`config.mk`:
```
export PLATFORM = sky130hd
export DESIGN_NAME = ksa_multiword_seq
export DESIGN_NICKNAME = d
export VERILOG_FILES = /design/src/rtl/ksa_multiword_seq.sv
export SDC_FILE = /design/constraint.sdc
export NUM_CORES = 1
export LEC_CHECK = 0
export CAP_MARGIN = 20
export CORE_MARGIN = 2
export CORE_UTILIZATION = 30
export CTS_BUF_LIST = sky130_fd_sc_hd__clkbuf_16
export DETAILED_ROUTE_END_ITERATION = 7
export GPL_TIMING_DRIVEN = 0
export PLACE_DENSITY = 0.52
export SLEW_MARGIN = 20
export SYNTH_ARGS = -nofsm -noshare
export SYNTH_HDL_FRONTEND = slang
export SYNTH_SLANG_ARGS = --single-unit
```
`constraint.sdc`:
```
create_clock -name clk -period 6 [get_ports clk]
set_input_delay 0.6 -clock clk [delete_from_list [all_inputs] [get_ports clk]]
set_output_delay 0.6 -clock clk [all_outputs]
set_load 0.02 [all_outputs]
```
`src/rtl/ksa_multiword_seq.sv`:
```
// Multi-word add/subtract sequencer: streams byte slices LSB-first through an
// external 8-bit carry-less Kogge-Stone adder and chains the carry itself.
module ksa_multiword_seq #(
  parameter int WORDS = 4
) (
  input  logic                 clk,
  input  logic                 rst,
  input  logic                 in_valid,
  output logic                 in_ready,
  input  logic [8*WORDS-1:0]   op_a,
  input  logic [8*WORDS-1:0]   op_b,
  input  logic                 op_sub,
  output logic [7:0]           ksa_a,
  output logic [7:0]           ksa_b,
  input  logic [7:0]           ksa_sum,
  input  logic                 ksa_cout,
  output logic                 out_valid,
  input  logic                 out_ready,
  output logic [8*WORDS-1:0]   result,
  output logic                 carryout,
  output logic                 overflow
);

  localparam int W     = 8 * WORDS;
  localparam int IDX_W = (WORDS > 1) ? $clog2(WORDS) : 1;

  typedef enum logic [1:0] {
    IDLE = 2'd0,
    RUN  = 2'd1,
    DONE = 2'd2
  } state_e;

  state_e             state_q, state_d;
  logic [IDX_W-1:0]   idx_q, idx_d;
  logic               carry_q, carry_d;
  logic [W-1:0]       a_q, a_d;
  logic [W-1:0]       b_q, b_d;
  logic [W-1:0]       acc_q, acc_d;
  logic [W-1:0]       result_q, result_d;
  logic               carryout_q, carryout_d;
  logic               overflow_q, overflow_d;
  logic               out_valid_q, out_valid_d;
  logic               in_ready_q, in_ready_d;
  logic [7:0]         ksa_a_q, ksa_a_d;
  logic [7:0]         ksa_b_q, ksa_b_d;

  logic               accept_s;
  logic               last_s;
  logic [IDX_W-1:0]   idx_inc_s;
  logic [7:0]         byte_s;
  logic               carry_next_s;

  assign accept_s  = in_valid & in_ready_q;
  assign last_s    = (idx_q == IDX_W'(WORDS - 1));
  assign idx_inc_s = idx_q + IDX_W'(1);
  assign byte_s    = ksa_sum + {7'd0, carry_q};
  // Carry-in of 1 can only ripple out of a byte whose KSA sum is all ones;
  // a KSA carry already implies the sum is at most 8'hFE, so OR is exact.
  assign carry_next_s = ksa_cout | (carry_q & (ksa_sum == 8'hFF));

  assign in_ready  = in_ready_q;
  assign out_valid = out_valid_q;
  assign result    = result_q;
  assign carryout  = carryout_q;
  assign overflow  = overflow_q;
  assign ksa_a     = ksa_a_q;
  assign ksa_b     = ksa_b_q;

  // State register
  always_ff @(posedge clk) begin
    if (rst) begin
      state_q <= IDLE;
    end else begin
      state_q <= state_d;
    end
  end

  // Next-state logic
  always_comb begin
    state_d = state_q;
    case (state_q)
      IDLE: begin
        if (accept_s) begin
          state_d = RUN;
        end else begin
          state_d = IDLE;
        end
      end
      RUN: begin
        if (last_s) begin
          state_d = DONE;
        end else begin
          state_d = RUN;
        end
      end
      DONE: begin
        if (out_ready) begin
          state_d = IDLE;
        end else begin
          state_d = DONE;
        end
      end
      default: state_d = IDLE;
    endcase
  end

  // Output and datapath next-values
  always_comb begin
    idx_d       = idx_q;
    carry_d     = carry_q;
    a_d         = a_q;
    b_d         = b_q;
    acc_d       = acc_q;
    result_d    = result_q;
    carryout_d  = carryout_q;
    overflow_d  = overflow_q;
    ksa_a_d     = 8'd0;
    ksa_b_d     = 8'd0;
    in_ready_d  = (state_d == IDLE);
    out_valid_d = (state_d == DONE);
    case (state_q)
      IDLE: begin
        if (accept_s) begin
          a_d     = op_a;
          b_d     = op_sub ? ~op_b : op_b;
          carry_d = op_sub;
          idx_d   = '0;
          ksa_a_d = op_a[7:0];
          ksa_b_d = op_sub ? ~op_b[7:0] : op_b[7:0];
        end else begin
          idx_d = idx_q;
        end
      end
      RUN: begin
        acc_d[{idx_q, 3'b000} +: 8] = byte_s;
        carry_d = carry_next_s;
        if (last_s) begin
          idx_d      = '0;
          result_d   = {byte_s, acc_q[W-9:0]};
          carryout_d = carry_next_s;
          overflow_d = (a_q[W-1] == b_q[W-1]) & (byte_s[7] != a_q[W-1]);
        end else begin
          idx_d   = idx_inc_s;
          ksa_a_d = a_q[{idx_inc_s, 3'b000} +: 8];
          ksa_b_d = b_q[{idx_inc_s, 3'b000} +: 8];
        end
      end
      DONE: begin
        idx_d = idx_q;
      end
      default: begin
        idx_d = '0;
      end
    endcase
  end

  // Datapath and output registers
  always_ff @(posedge clk) begin
    if (rst) begin
      idx_q       <= '0;
      carry_q     <= 1'b0;
      a_q         <= '0;
      b_q         <= '0;
      acc_q       <= '0;
      result_q    <= '0;
      carryout_q  <= 1'b0;
      overflow_q  <= 1'b0;
      out_valid_q <= 1'b0;
      in_ready_q  <= 1'b1;
      ksa_a_q     <= 8'd0;
      ksa_b_q     <= 8'd0;
    end else begin
      idx_q       <= idx_d;
      carry_q     <= carry_d;
      a_q         <= a_d;
      b_q         <= b_d;
      acc_q       <= acc_d;
      result_q    <= result_d;
      carryout_q  <= carryout_d;
      overflow_q  <= overflow_d;
      out_valid_q <= out_valid_d;
      in_ready_q  <= in_ready_d;
      ksa_a_q     <= ksa_a_d;
      ksa_b_q     <= ksa_b_d;
    end
  end

endmodule

```
==> metrics.md, run 1 <==
| Metric | Value |
|---|---|
| Vertical die dimension | `between 100 and 150 um` |
| Pwr Density | `296.6 nW/um2` |
| Area contributors post-synth | `sky130_fd_sc_hd__dfxtp_1 49%, sky130_fd_sc_hd__nand2_1 10%, sky130_fd_sc_hd__a21oi_1 7.8%` |
| Total of warnings raised by yosys | `0` |
| Total die area | `just over 20000 um2` |
| Library cell with the largest summed area after synthesis | `sky130_fd_sc_hd__dfxtp_1` |
| Maximum clock frequency | `approximately 0.41 GHz` |
| Via count of the first global-routing pass | `around 4700` |
| Commonest cells in the synthesized netlist | `162 x sky130_fd_sc_hd__nand2_1, 145 x sky130_fd_sc_hd__dfxtp_1, 92 x sky130_fd_sc_hd__a21oi_1` |
| # nets final | `slightly below 900` |
| Number of levels in the clock H-tree | `4` |
| Startpoint-to-endpoint class of the critical path | `flop to flop` |
| Hold Buf Count CTS | `0` |
| Share of the synthesized area in compound gates (AO/OA/AOI/OAI) | `0.1453` |
| RSZ-0062 raised after global routing | `no` |
| Startpoint Class | `flop` |
| Core box area | `19400 um2` |
| Inst Count DP | `between 1000 and 1500` |
| Site row count | `~50` |
| Total global routing track utilization | `0.1717` |
| Pin count of the biggest net entering global routing | `17` |
| Worst reg2reg setup slack | `~3.5 ns` |
| EDFF count, synth | `0` |
| Placer's final routability congestion estimate | `0.7589` |
| Iteration count of the initial detailed-routing pass | `5` |
| Later-pin clock latency in the skew report | `approximately 0.42 ns` |
| HPWL after DPL | `around 13000 um` |
| Final period util | `0.4084` |
| Longest Clk Path Bufs | `2` |
| Per-cell via count in the routed design | `4.595` |
| Crit path arrival time | `2.81 ns` |
| Final-report hold violation count | `0` |
| Sequential area share after synthesis | `0.4923` |
| Post-Syn Nets | `about 740` |
| Filler-free cell count of the finished design | `between 1000 and 1500` |
| Initial cell density of the core | `0.3040` |
| Static leakage | `0.002811 uW` |
| Multiplexer fraction of the synthesized cell area | `0.06302` |
| Crit Path Max Fanout | `10` |
| CTS buffer count | `17` |
| Initial DRC Count | `268` |
| CTS tree | `yes` |
| Xor and xnor fraction of the mapped netlist area | `0.05495` |
| Cell Area, Synth | `between 5000 and 6000 um2` |
| Status | `complete, no violations` |
| Gate count of the mapped netlist | `659` |
| Number of buffers inserted by post-CTS setup repair | `0` |
| Overall overflow remaining after global route | `0` |
| Clock-pin slew of the registers on the worst-case setup and hold paths | `approximately 0.060 ns` |
| Wire length of the first global-routing pass | `26750 um` |
| Final setup margin | `approximately 3.5 ns` |
| Max capacitance violation total | `0` |
| Final Slew Violations | `0` |
| Library cells used by synthesis | `46` |
| Area growth syn-to-layout | `36.83%` |
| Chip width | `between 100 and 150 um` |
| Total of buffers placed on input and output ports | `approximately 130` |
| Simple-gate share of the synthesized area | `0.1937` |
| Dominant cell by count in the synthesized netlist | `sky130_fd_sc_hd__nand2_1` |
| Count of nets left with antenna violations after detail routing | `0` |
| Async set or reset register ratio after synthesis | `0` |
| Hold Path Class | `flop to flop` |
| Prevailing post-synth register cell | `sky130_fd_sc_hd__dfxtp_1` |
| Total detailed-routing wirelength | `around 17000 um` |
| DP Worst Slack | `3.433 ns` |
| Crit. End Element | `flop` |
| Adder-cell share of the synthesized area | `0.01273` |
| DRC errors left | `0` |
| Number of setup violations in the final report | `0` |
| Ports | `130` |
| Average cell area after synthesis | `roughly 8.9 um2` |
| Total negative setup slack | `0 ns` |
| Number of antenna violations at the first check in global routing | `0` |
| Worst setup skew after layout | `between 0.005 and 0.006 ns` |
| Clk root buf | `sky130_fd_sc_hd__clkbuf_16` |
| Time the final worst path needs with I/O delays and setup | `roughly 2.5 ns` |
| Worst Max-Slew Pin Slew | `around 0.67 ns` |
| Rel. slew slack | `0.5521` |
| Vias after detailed routing | `between 4000 and 5000` |
| TritonCTS Sinks | `~150` |
| Peak supply drop | `0.1809 mV` |
| Top cell type's share of synthesized area | `0.4923` |
| Post-synthesis sequential element count | `145` |
| Number of diodes | `0` |
| Dominant combinational cell family by area after synthesis | `simple AND/OR/NAND/NOR gates` |
| CP Data Required Time | `between 6 and 7 ns` |
| Wirelength per Cell | `about 16 um` |
| Share of layout cells above drive strength 1 | `0.09291` |
| Count of instances resized after the clock tree is built | `0` |
## kinds of logic after synthesis
| kind of cell | count (synthesis) |
|---|---|
| multiplexers | 17 |
| adder cells (fa/ha/maj) | 6 |
| XOR/XNOR | 37 |
| flip-flops | 145 |
| AND/OR/NAND/NOR | 254 |
| AO/OA/AOI/OAI | 147 |
| buffers and inverters | 53 |
## worst paths after layout
check                                   to       from  cells after the start
worst max-delay path             acc_q[11]   idx_q[0]                      7
worst min-delay path            result[17]  acc_q[17]                      2
worst max register to register   acc_q[11]   idx_q[0]                      7
worst min register to register  result[17]  acc_q[17]                      2
## layout make-up
cell class              instances  area, um2
multi-input cells             461       2770
clock inverters                15      143.9
plain buffers                  51      216.5
repair buffers                127       1271
clock buffers                  17      425.4
inverters                       2      7.507
well taps                     265      331.6
flip-flops and latches        145       2903
fillers                      2025      11330
## report_power, final
part	switching, uW	internal (uW)	total, uW
logic	174	149	323
registers	27.9	1010	1040
clock network	421	607	1030
## layer usage
| layer | GRT usage | routed length, um | vias up |
|---|---|---|---|
| met5 | 0 | 0 | - |
| met4 | 0.06438 | 327 | 0 |
| met3 | 0.03079 | 700 | 27 |
| met2 | 0.2787 | 8163 | 106 |
| met1 | 0.2286 | 8215 | 2304 |
| li1 | - | - | 2539 |
## through the flow
| step | total power (uW) | hold slack (ns) | instance area [um2] | utilization |
|---|---|---|---|---|
| finish | 2393 | 0.4493 | 8069 | 0.4160 |
| global route | 2496 | 0.4647 | 8069 | 0.4160 |
| CTS | 2415 | 0.4534 | 8069 | 0.4160 |
| detailed placement | 1389 | 0.4449 | 7500 | 0.3866 |
| global placement | 1388 | 0.4420 | 7500 | 0.3866 |
| floorplan | 1247 | 0.4320 | 5897 | - |
## sequential cells by signal, summed over array words and instances (netlist names), 2 cells and up
| signal | flops |
|---|---|
| a_q | 32 |
| b_q | 32 |
| result | 32 |
| acc_q | 24 |
| ksa_a | 8 |
| ksa_b | 8 |
| idx_q | 2 |
| state_q | 2 |
## cell usage in the layout (no fill, tap or decap), types with 10 or more instances in the layout
cell and n:
sky130_fd_sc_hd__nand2_1 162, sky130_fd_sc_hd__dfxtp_1 145, sky130_fd_sc_hd__xnor2_1 26, sky130_fd_sc_hd__xor2_1 11, sky130_fd_sc_hd__a22oi_1 10, sky130_fd_sc_hd__clkdlybuf4s50_1 127, sky130_fd_sc_hd__nand3b_1 10, sky130_fd_sc_hd__a21oi_1 92
sky130_fd_sc_hd__nor2_1 48, sky130_fd_sc_hd__buf_2 14, sky130_fd_sc_hd__nand3_1 10, sky130_fd_sc_hd__clkbuf_16 17, sky130_fd_sc_hd__a211oi_1 28, sky130_fd_sc_hd__mux4_2 16, sky130_fd_sc_hd__clkbuf_1 33
## critical path, cell delays in order, from the launching register on
cell	delay, ns
sky130_fd_sc_hd__dfxtp_1	0.42
sky130_fd_sc_hd__buf_4	0.27
sky130_fd_sc_hd__inv_2	0.10
sky130_fd_sc_hd__ha_1	0.32
sky130_fd_sc_hd__clkbuf_1	0.46
sky130_fd_sc_hd__nor4b_2	0.56
sky130_fd_sc_hd__a22oi_1	0.13
sky130_fd_sc_hd__nor2_1	0.13
Note: power is estimated with default switching activity, not from simulation.
==> inputs of run 2 (changes only) <==
==> constraint.sdc (replaced) <==
create_clock -name clk -period 2.3 [get_ports clk]
set_input_delay 0.23 -clock clk [delete_from_list [all_inputs] [get_ports clk]]
set_output_delay 0.23 -clock clk [all_outputs]
set_load 0.02 [all_outputs]
==> run 2 against run 1 <==
Compared with the run above: sequential power rose to 2.6 times the previous value; hold slack got worse by 0.14 ns; maximum frequency rose by 14%; largest cell class unchanged; largest power group unchanged.
==> metrics.md, run 2 (synthesis gave the netlist of run 1 again) <==
| Metric | Value |
|---|---|
| Number of setup violations in the final report | `0 (unchanged)` |
| RSZ-0062 raised after global routing | `no` |
| Area occupied by multi-input gates | `2779 um2 (+0.32%)` |
| Top library cells by usage in the layout, fill and taps aside | `162 x sky130_fd_sc_hd__nand2_1, 145 x sky130_fd_sc_hd__dfxtp_1, 127 x sky130_fd_sc_hd__clkdlybuf4s50_1` |
| Site row count | `51 (unchanged)` |
| Via count of the first global-routing pass | `4756 (+0.32%)` |
| HPWL after DPL | `12770 um (unchanged)` |
| Total die area | `20790 um2 (unchanged)` |
| # nets final | `889 (unchanged)` |
| Clock-pin slew of the registers on the worst-case setup and hold paths | `0.06 ns (about the same)` |
| Pin count of the biggest net entering global routing | `17 (unchanged)` |
| Critical Path Max Stage Delay | `0.52 ns (-0.04 ns)` |
| Number of diodes | `0 (unchanged)` |
| Clk root buf | `sky130_fd_sc_hd__clkbuf_16` |
| Wire length of the first global-routing pass | `26780 um (+0.10%)` |
| Switching share of total power | `0.2603 (about the same)` |
| CTS tree | `yes` |
| Number of levels in the clock H-tree | `4 (unchanged)` |
| Overall overflow remaining after global route | `0 (unchanged)` |
| Static leakage | `0.002830 uW (+0.68%)` |
| Crit Path Max Fanout | `10 (unchanged)` |
| Time the final worst path needs with I/O delays and setup | `2.157 ns (-0.2932 ns)` |
| Chip width | `144.2 um (unchanged)` |
| Number of buffers inserted by post-CTS setup repair | `0 (unchanged)` |
| Final-report hold violation count | `0 (unchanged)` |
| Pwr Density | `772.5 nW/um2 (+160%)` |
| Crit path cell chain | `buf_6 -> inv_2 -> ha_1 -> clkbuf_4 -> or4b_1 -> o31ai_1` |
| Longest Clk Path Bufs | `2 (unchanged)` |
| TritonCTS Sinks | `145 (unchanged)` |
| Final period util | `0.9379 (+0.5295)` |
| Initial cell density of the core | `0.3040 (unchanged)` |
| Power consumption | `6251 uW (+160%)` |
| DRC errors left | `0 (unchanged)` |
| Combinational fraction of design power | `0.136 (about the same)` |
| Peak supply drop | `0.4716 mV (+160%)` |
| Startpoint-to-endpoint class of the critical path | `flop to flop` |
| Share of layout cells above drive strength 1 | `0.09413 (+0.001222)` |
| Area growth syn-to-layout | `37.22%` |
| Per-cell via count in the routed design | `4.596 (about the same)` |
| Proportion of power drawn by flip-flops and latches | `0.435 (about the same)` |
| Ports | `130 (unchanged)` |
| Fill cell count | `2025 (unchanged)` |
| Placer's final routability congestion estimate | `0.7589 (unchanged)` |
| Commonest non-fill, non-tap cell in the layout | `sky130_fd_sc_hd__nand2_1` |
| Total of buffers placed on input and output ports | `127 (unchanged)` |
| CP Data Required Time | `2.64 ns (-3.72 ns)` |
| Total detailed-routing wirelength | `17420 um (+0.10%)` |
| Hold Buf Count CTS | `0 (unchanged)` |
| Total global routing track utilization | `0.1718 (about the same)` |
| Worst Max-Slew Pin Slew | `0.6975 ns (+0.02572 ns)` |
| Status | `complete, no violations` |
| Final Slew Violations | `0 (unchanged)` |
| Crit path max-delay cell type | `sky130_fd_sc_hd__or4b_1` |
| Vias after detailed routing | `4977 (+0.020%)` |
| Count of nets left with antenna violations after detail routing | `0 (unchanged)` |
| Rel. slew slack | `0.5350 (-0.01715)` |
| Sequential cell area in the final layout | `2903 um2 (unchanged)` |
| Maximum clock frequency | `0.4636 GHz (+14%)` |
| Core box area | `19400 um2 (unchanged)` |
| CTS buffer count | `17 (unchanged)` |
| Int Pwr | `4624 uW (+160%)` |
| Switching pwr | `1627 uW (+160%)` |
| Crit. End Element | `flop` |
| Hold Path Class | `input port to flop` |
| Initial DRC Count | `238 (-11%)` |
| Later-pin clock latency in the skew report | `0.42 ns (about the same)` |
| End-of-flow core utilization | `0.4171 (+0.001161)` |
| Proportion of power drawn by the clock network | `0.428 (about the same)` |
| Wirelength per Cell | `16.09 um (+0.10%)` |
| Vertical die dimension | `144.2 um (unchanged)` |
| Crit path arrival time | `2.49 ns (-0.32 ns)` |
| Startpoint Class | `flop` |
| Iteration count of the initial detailed-routing pass | `4 (-1)` |
| Number of antenna violations at the first check in global routing | `0 (unchanged)` |
| Max capacitance violation total | `0 (unchanged)` |
| Worst setup skew after layout | `0.005271 ns (-0.0005257 ns)` |
==> run 2: cell counts in the layout (fill, tap and decap cells not counted) <==
No cell type changed its count.
==> run 2: worst paths after layout <==
path              from         end  slack (ns)  cells past startpoint
max           idx_q[0]   acc_q[13]        0.14                      6
min                rst  state_q[0]        0.31                      2
max reg2reg   idx_q[0]   acc_q[13]        0.14                      6
min reg2reg  acc_q[17]  result[17]        0.45                      2
==> run 2: power by group through the flow <==
stage	combinational (uW)	sequential [uW]	clock (uW)
2_1_floorplan	479	2770	0
3_3_place_gp	850	2770	0
4_1_cts	860	2720	2720
3_5_place_dp	853	2770	0
5_1_grt	935	2730	2850
6_report	852	2720	2680
==> run 2: repair_timing <==
| action | 4_1_cts | 5_1_grt |
|---|---|---|
| setup endpoints to repair | 20 | 16 |
| hold endpoints to repair | 0 | 0 |
| cloned | 0 | 0 |
| resized for setup | 3 | 4 |
==> run 2: area by class of cell <==
class,instances,area share
Sequential cell,145,0.3587
Multi-Input combinational cell,461,0.3434
Timing Repair Buffer,127,0.1571
Clock buffer,17,0.05257
Tap cell,265,0.04098
Buffer,51,0.02845
Clock inverter,15,0.01778
Inverter,2,0.0009278
==> run 2: through the flow <==
step                worst slack (ns)  hold WS [ns]  instance area, um2  TNS (ns)  cells
finish                        0.1427        0.3110                8092         0   1083
global route                0.001312        0.3256                8092         0   1083
CTS                          0.02639        0.2996                8082         0   1083
detailed placement           -0.1909        0.4449                7500    -2.054   1051
global placement             -0.1636        0.4420                7500    -1.781   1051
floorplan                     0.2358        0.3660                5897         0    659
==> run 2: worst max-delay path: cells and delay by family, from the launching register on <==
family,cells,cell delay [ns]
flip-flops,1,0.43
adder cells (fa/ha/maj),1,0.34
buffers and inverters,3,0.56
AND/OR/NAND/NOR,1,0.52
AO/OA/AOI/OAI,1,0.21
==> run 2: per-layer routing <==
metal | part of all wire | global-route usage
met3 | 0.037 | 0.03079
met5 | 0 | 0
met1 | 0.47 | 0.2282
met4 | 0.019 | 0.06438
met2 | 0.47 | 0.2797
==> inputs of run 3 (changes only) <==
--- a/config.mk
+++ b/config.mk
@@ -6,12 +6,14 @@
 export NUM_CORES = 1
 export LEC_CHECK = 0
 export CAP_MARGIN = 20
+export CELL_PAD_IN_SITES_DETAIL_PLACEMENT = 0
+export CELL_PAD_IN_SITES_GLOBAL_PLACEMENT = 1
 export CORE_MARGIN = 2
-export CORE_UTILIZATION = 30
+export CORE_UTILIZATION = 38
 export CTS_BUF_LIST = sky130_fd_sc_hd__clkbuf_16
 export DETAILED_ROUTE_END_ITERATION = 7
 export GPL_TIMING_DRIVEN = 0
-export PLACE_DENSITY = 0.52
+export PLACE_DENSITY = 0.8
 export SLEW_MARGIN = 20
 export SYNTH_ARGS = -nofsm -noshare
 export SYNTH_HDL_FRONTEND = slang
==> run 3 against run 2 <==
Compared with the run above: global-route usage grew 3.4 points; via count rose by 4.3%; first-iteration DRC count is 10% higher; sequential cell count stayed put; critical path type unchanged; worst setup slack improved by 0.025 ns; hold slack better by 0.018 ns; register-to-register slack gained 0.02 ns; final cell count down 7.1%; die area decreased by 21%; maximum frequency is 1.2% higher; clock power is 7% higher.
==> metrics.md, run 3 (synthesis gave the netlist of run 1 again) <==
| Metric | Value |
|---|---|
| Pwr Density | `801.7 nW/um2 (+3.8%)` |
| Count of buffering cells on the critical path with inverters included | `3 (unchanged)` |
| DRC errors left | `0 (unchanged)` |
| Status | `complete, no violations` |
| Clk root buf | `sky130_fd_sc_hd__clkbuf_16` |
| Total global routing track utilization | `0.2058 (+0.03397)` |
| Crit path arrival time | `2.46 ns (-0.03 ns)` |
| Count of nets left with antenna violations after detail routing | `0 (unchanged)` |
| Crit Path Max Fanout | `10 (unchanged)` |
| Wirelength per Cell | `16.71 um (+3.9%)` |
| Critical Path Max Stage Delay | `0.52 ns (about the same)` |
| Vertical die dimension | `128.6 um (-11%)` |
| Number of levels in the clock H-tree | `4 (unchanged)` |
| HPWL after DPL | `12550 um (-1.7%)` |
| Area growth syn-to-layout | `36.37%` |
| Final Slew Violations | `0 (unchanged)` |
| Ports | `130 (unchanged)` |
| Per-cell via count in the routed design | `5.162 (+12%)` |
| Max capacitance violation total | `0 (unchanged)` |
| Core box area | `15200 um2 (-22%)` |
| Via count of the first global-routing pass | `4993 (+5.0%)` |
| Later-pin clock latency in the skew report | `0.43 ns (about the same)` |
| CTS tree | `yes` |
| Site row count | `45 (-12%)` |
| Commonest non-fill, non-tap cell in the layout | `sky130_fd_sc_hd__nand2_1` |
| Sequential cell area in the final layout | `2904 um2 (about the same)` |
| Total die area | `16530 um2 (-21%)` |
| Chip width | `128.6 um (-11%)` |
| Area occupied by multi-input gates | `2779 um2 (unchanged)` |
| Final period util | `0.9271 (-0.01084)` |
| Top library cells by usage in the layout, fill and taps aside | `162 x sky130_fd_sc_hd__nand2_1, 144 x sky130_fd_sc_hd__dfxtp_1, 127 x sky130_fd_sc_hd__clkdlybuf4s50_1` |
| RSZ-0062 raised after global routing | `no` |
| Number of diodes | `0 (unchanged)` |
| Pin count of the biggest net entering global routing | `17 (unchanged)` |
| Kind of cell adding the most delay to the critical path | `buffers and inverters` |
| # nets final | `889 (unchanged)` |
| Proportion of power drawn by the clock network | `0.445 (+0.017)` |
| Total of buffers placed on input and output ports | `127 (unchanged)` |
| Final-report hold violation count | `0 (unchanged)` |
| Filler-free cell count of the finished design | `1006 (-7.1%)` |
| Int Pwr | `4846 uW (+4.8%)` |
| Number of buffers inserted by post-CTS setup repair | `0 (unchanged)` |
| Time the final worst path needs with I/O delays and setup | `2.132 ns (-0.02492 ns)` |
| Clock-pin slew of the registers on the worst-case setup and hold paths | `0.06 ns (about the same)` |
| Wire length of the first global-routing pass | `26060 um (-2.7%)` |
| Peak supply drop | `0.5995 mV (+27%)` |
| Switching share of total power | `0.2484 (-0.01190)` |
| Number of antenna violations at the first check in global routing | `0 (unchanged)` |
| Crit path max-delay cell type | `sky130_fd_sc_hd__or4b_1` |
| Worst setup skew after layout | `0.009298 ns (+0.004027 ns)` |
| Iteration count of the initial detailed-routing pass | `5 (+1)` |
| Number of setup violations in the final report | `0 (unchanged)` |
| Hold Path Class | `input port to flop` |
| End-of-flow core utilization | `0.5290 (+0.1119)` |
| Placer's final routability congestion estimate | `0.8484 (+12%)` |
| Crit path cell chain | `buf_6 -> inv_2 -> ha_1 -> clkbuf_4 -> or4b_1 -> o31ai_1` |
| Longest Clk Path Bufs | `2 (unchanged)` |
| CP Data Required Time | `2.63 ns (about the same)` |
| Worst Max-Slew Pin Slew | `0.6273 ns (-0.07023 ns)` |
| Combinational fraction of design power | `0.133 (-0.003)` |
| Fill cell count | `1396 (-31%)` |
| Switching pwr | `1601 uW (-1.6%)` |
| Crit. End Element | `flop` |
| Maximum clock frequency | `0.4690 GHz (+1.2%)` |
| Initial cell density of the core | `0.3879 (+0.08392)` |
| Startpoint Class | `flop` |
| TritonCTS Sinks | `145 (unchanged)` |
| Vias after detailed routing | `5193 (+4.3%)` |
| Startpoint-to-endpoint class of the critical path | `flop to flop` |
| Share of layout cells above drive strength 1 | `0.09535 (+0.001222)` |
| Proportion of power drawn by flip-flops and latches | `0.422 (-0.013)` |
| Initial DRC Count | `262 (+10%)` |
| Inst Count DP | `974 (-7.3%)` |
| CTS buffer count | `17 (unchanged)` |
| Overall overflow remaining after global route | `0 (unchanged)` |
| Rel. slew slack | `0.5818 (+0.04682)` |
| Total detailed-routing wirelength | `16810 um (-3.5%)` |
| Static leakage | `0.002859 uW (+1.0%)` |
## run 3: cell types whose count changed in the layout (fill, tap and decap cells not counted), sizes merged
cell | previous run | this run
clkinv | 9 | 8
inv | 3 | 4
clkinvlp | 3 | 1
bufinv | 2 | 4
## run 3: layout make-up
cell class,count,share of cell area
Tap cell,188,0.02925
Multi-Input combinational cell,461,0.3456
Buffer,51,0.02863
Clock buffer,17,0.05290
Clock inverter,15,0.02349
Inverter,2,0.0009336
Timing Repair Buffer,127,0.1581
Sequential cell,145,0.3611
## run 3: final timing paths
path	start	slack (ns)	cells past startpoint	end
setup / recovery	idx_q[0]	0.17	6	acc_q[14]
hold / removal	rst	0.33	4	carry_q
setup reg to reg	idx_q[0]	0.17	6	acc_q[14]
hold reg to reg	result[20]	0.45	2	result[20]
## run 3: repair_timing
action / in CTS / in global routing
resized for setup: 2 / 6
hold buffers: 0 / 0
gates cloned: 0 / 0
pin swaps: 0 / 0
endpoints found under the setup margin: 21 / 21
## run 3: layer usage
| metal | vias up | GRT usage | share of wire |
|---|---|---|---|
| met5 | - | 0 | 0 |
| met4 | 0 | 0.06586 | 0.011 |
| met3 | 16 | 0.04033 | 0.043 |
| met2 | 151 | 0.3611 | 0.51 |
| met1 | 2479 | 0.2554 | 0.44 |
| li1 | 2547 | - | - |
## run 3: worst min-delay path: cells and delay by family
family,cells,cell delay [ns]
buffers and inverters,1,0.20
and+or+nand+nor,1,0.15
AOI/OAI and AO/OA,2,0.14
## run 3: power by group through the flow
stage	registers (uW)	clock network [uW]	logic, uW
6_report	2720	2870	856
3_5_place_dp	2770	0	845
5_1_grt	2730	3000	929
3_3_place_gp	2770	0	830
2_1_floorplan	2770	0	479
4_1_cts	2720	2910	853
## run 3: metrics by stage
stage | setup TNS (ns) | area [um2] | hold WS [ns] | power (uW) | setup WS, ns
floorplan | 0 | 5897 | 0.3660 | 3252 | 0.2358
global placement | -0.7913 | 7403 | 0.4396 | 3597 | -0.1219
detailed placement | -2.214 | 7403 | 0.4453 | 3618 | -0.1822
CTS | 0 | 8021 | 0.3291 | 6480 | 0.01281
global route | 0 | 8041 | 0.3711 | 6667 | 0.05056
finish | 0 | 8041 | 0.3289 | 6447 | 0.1677
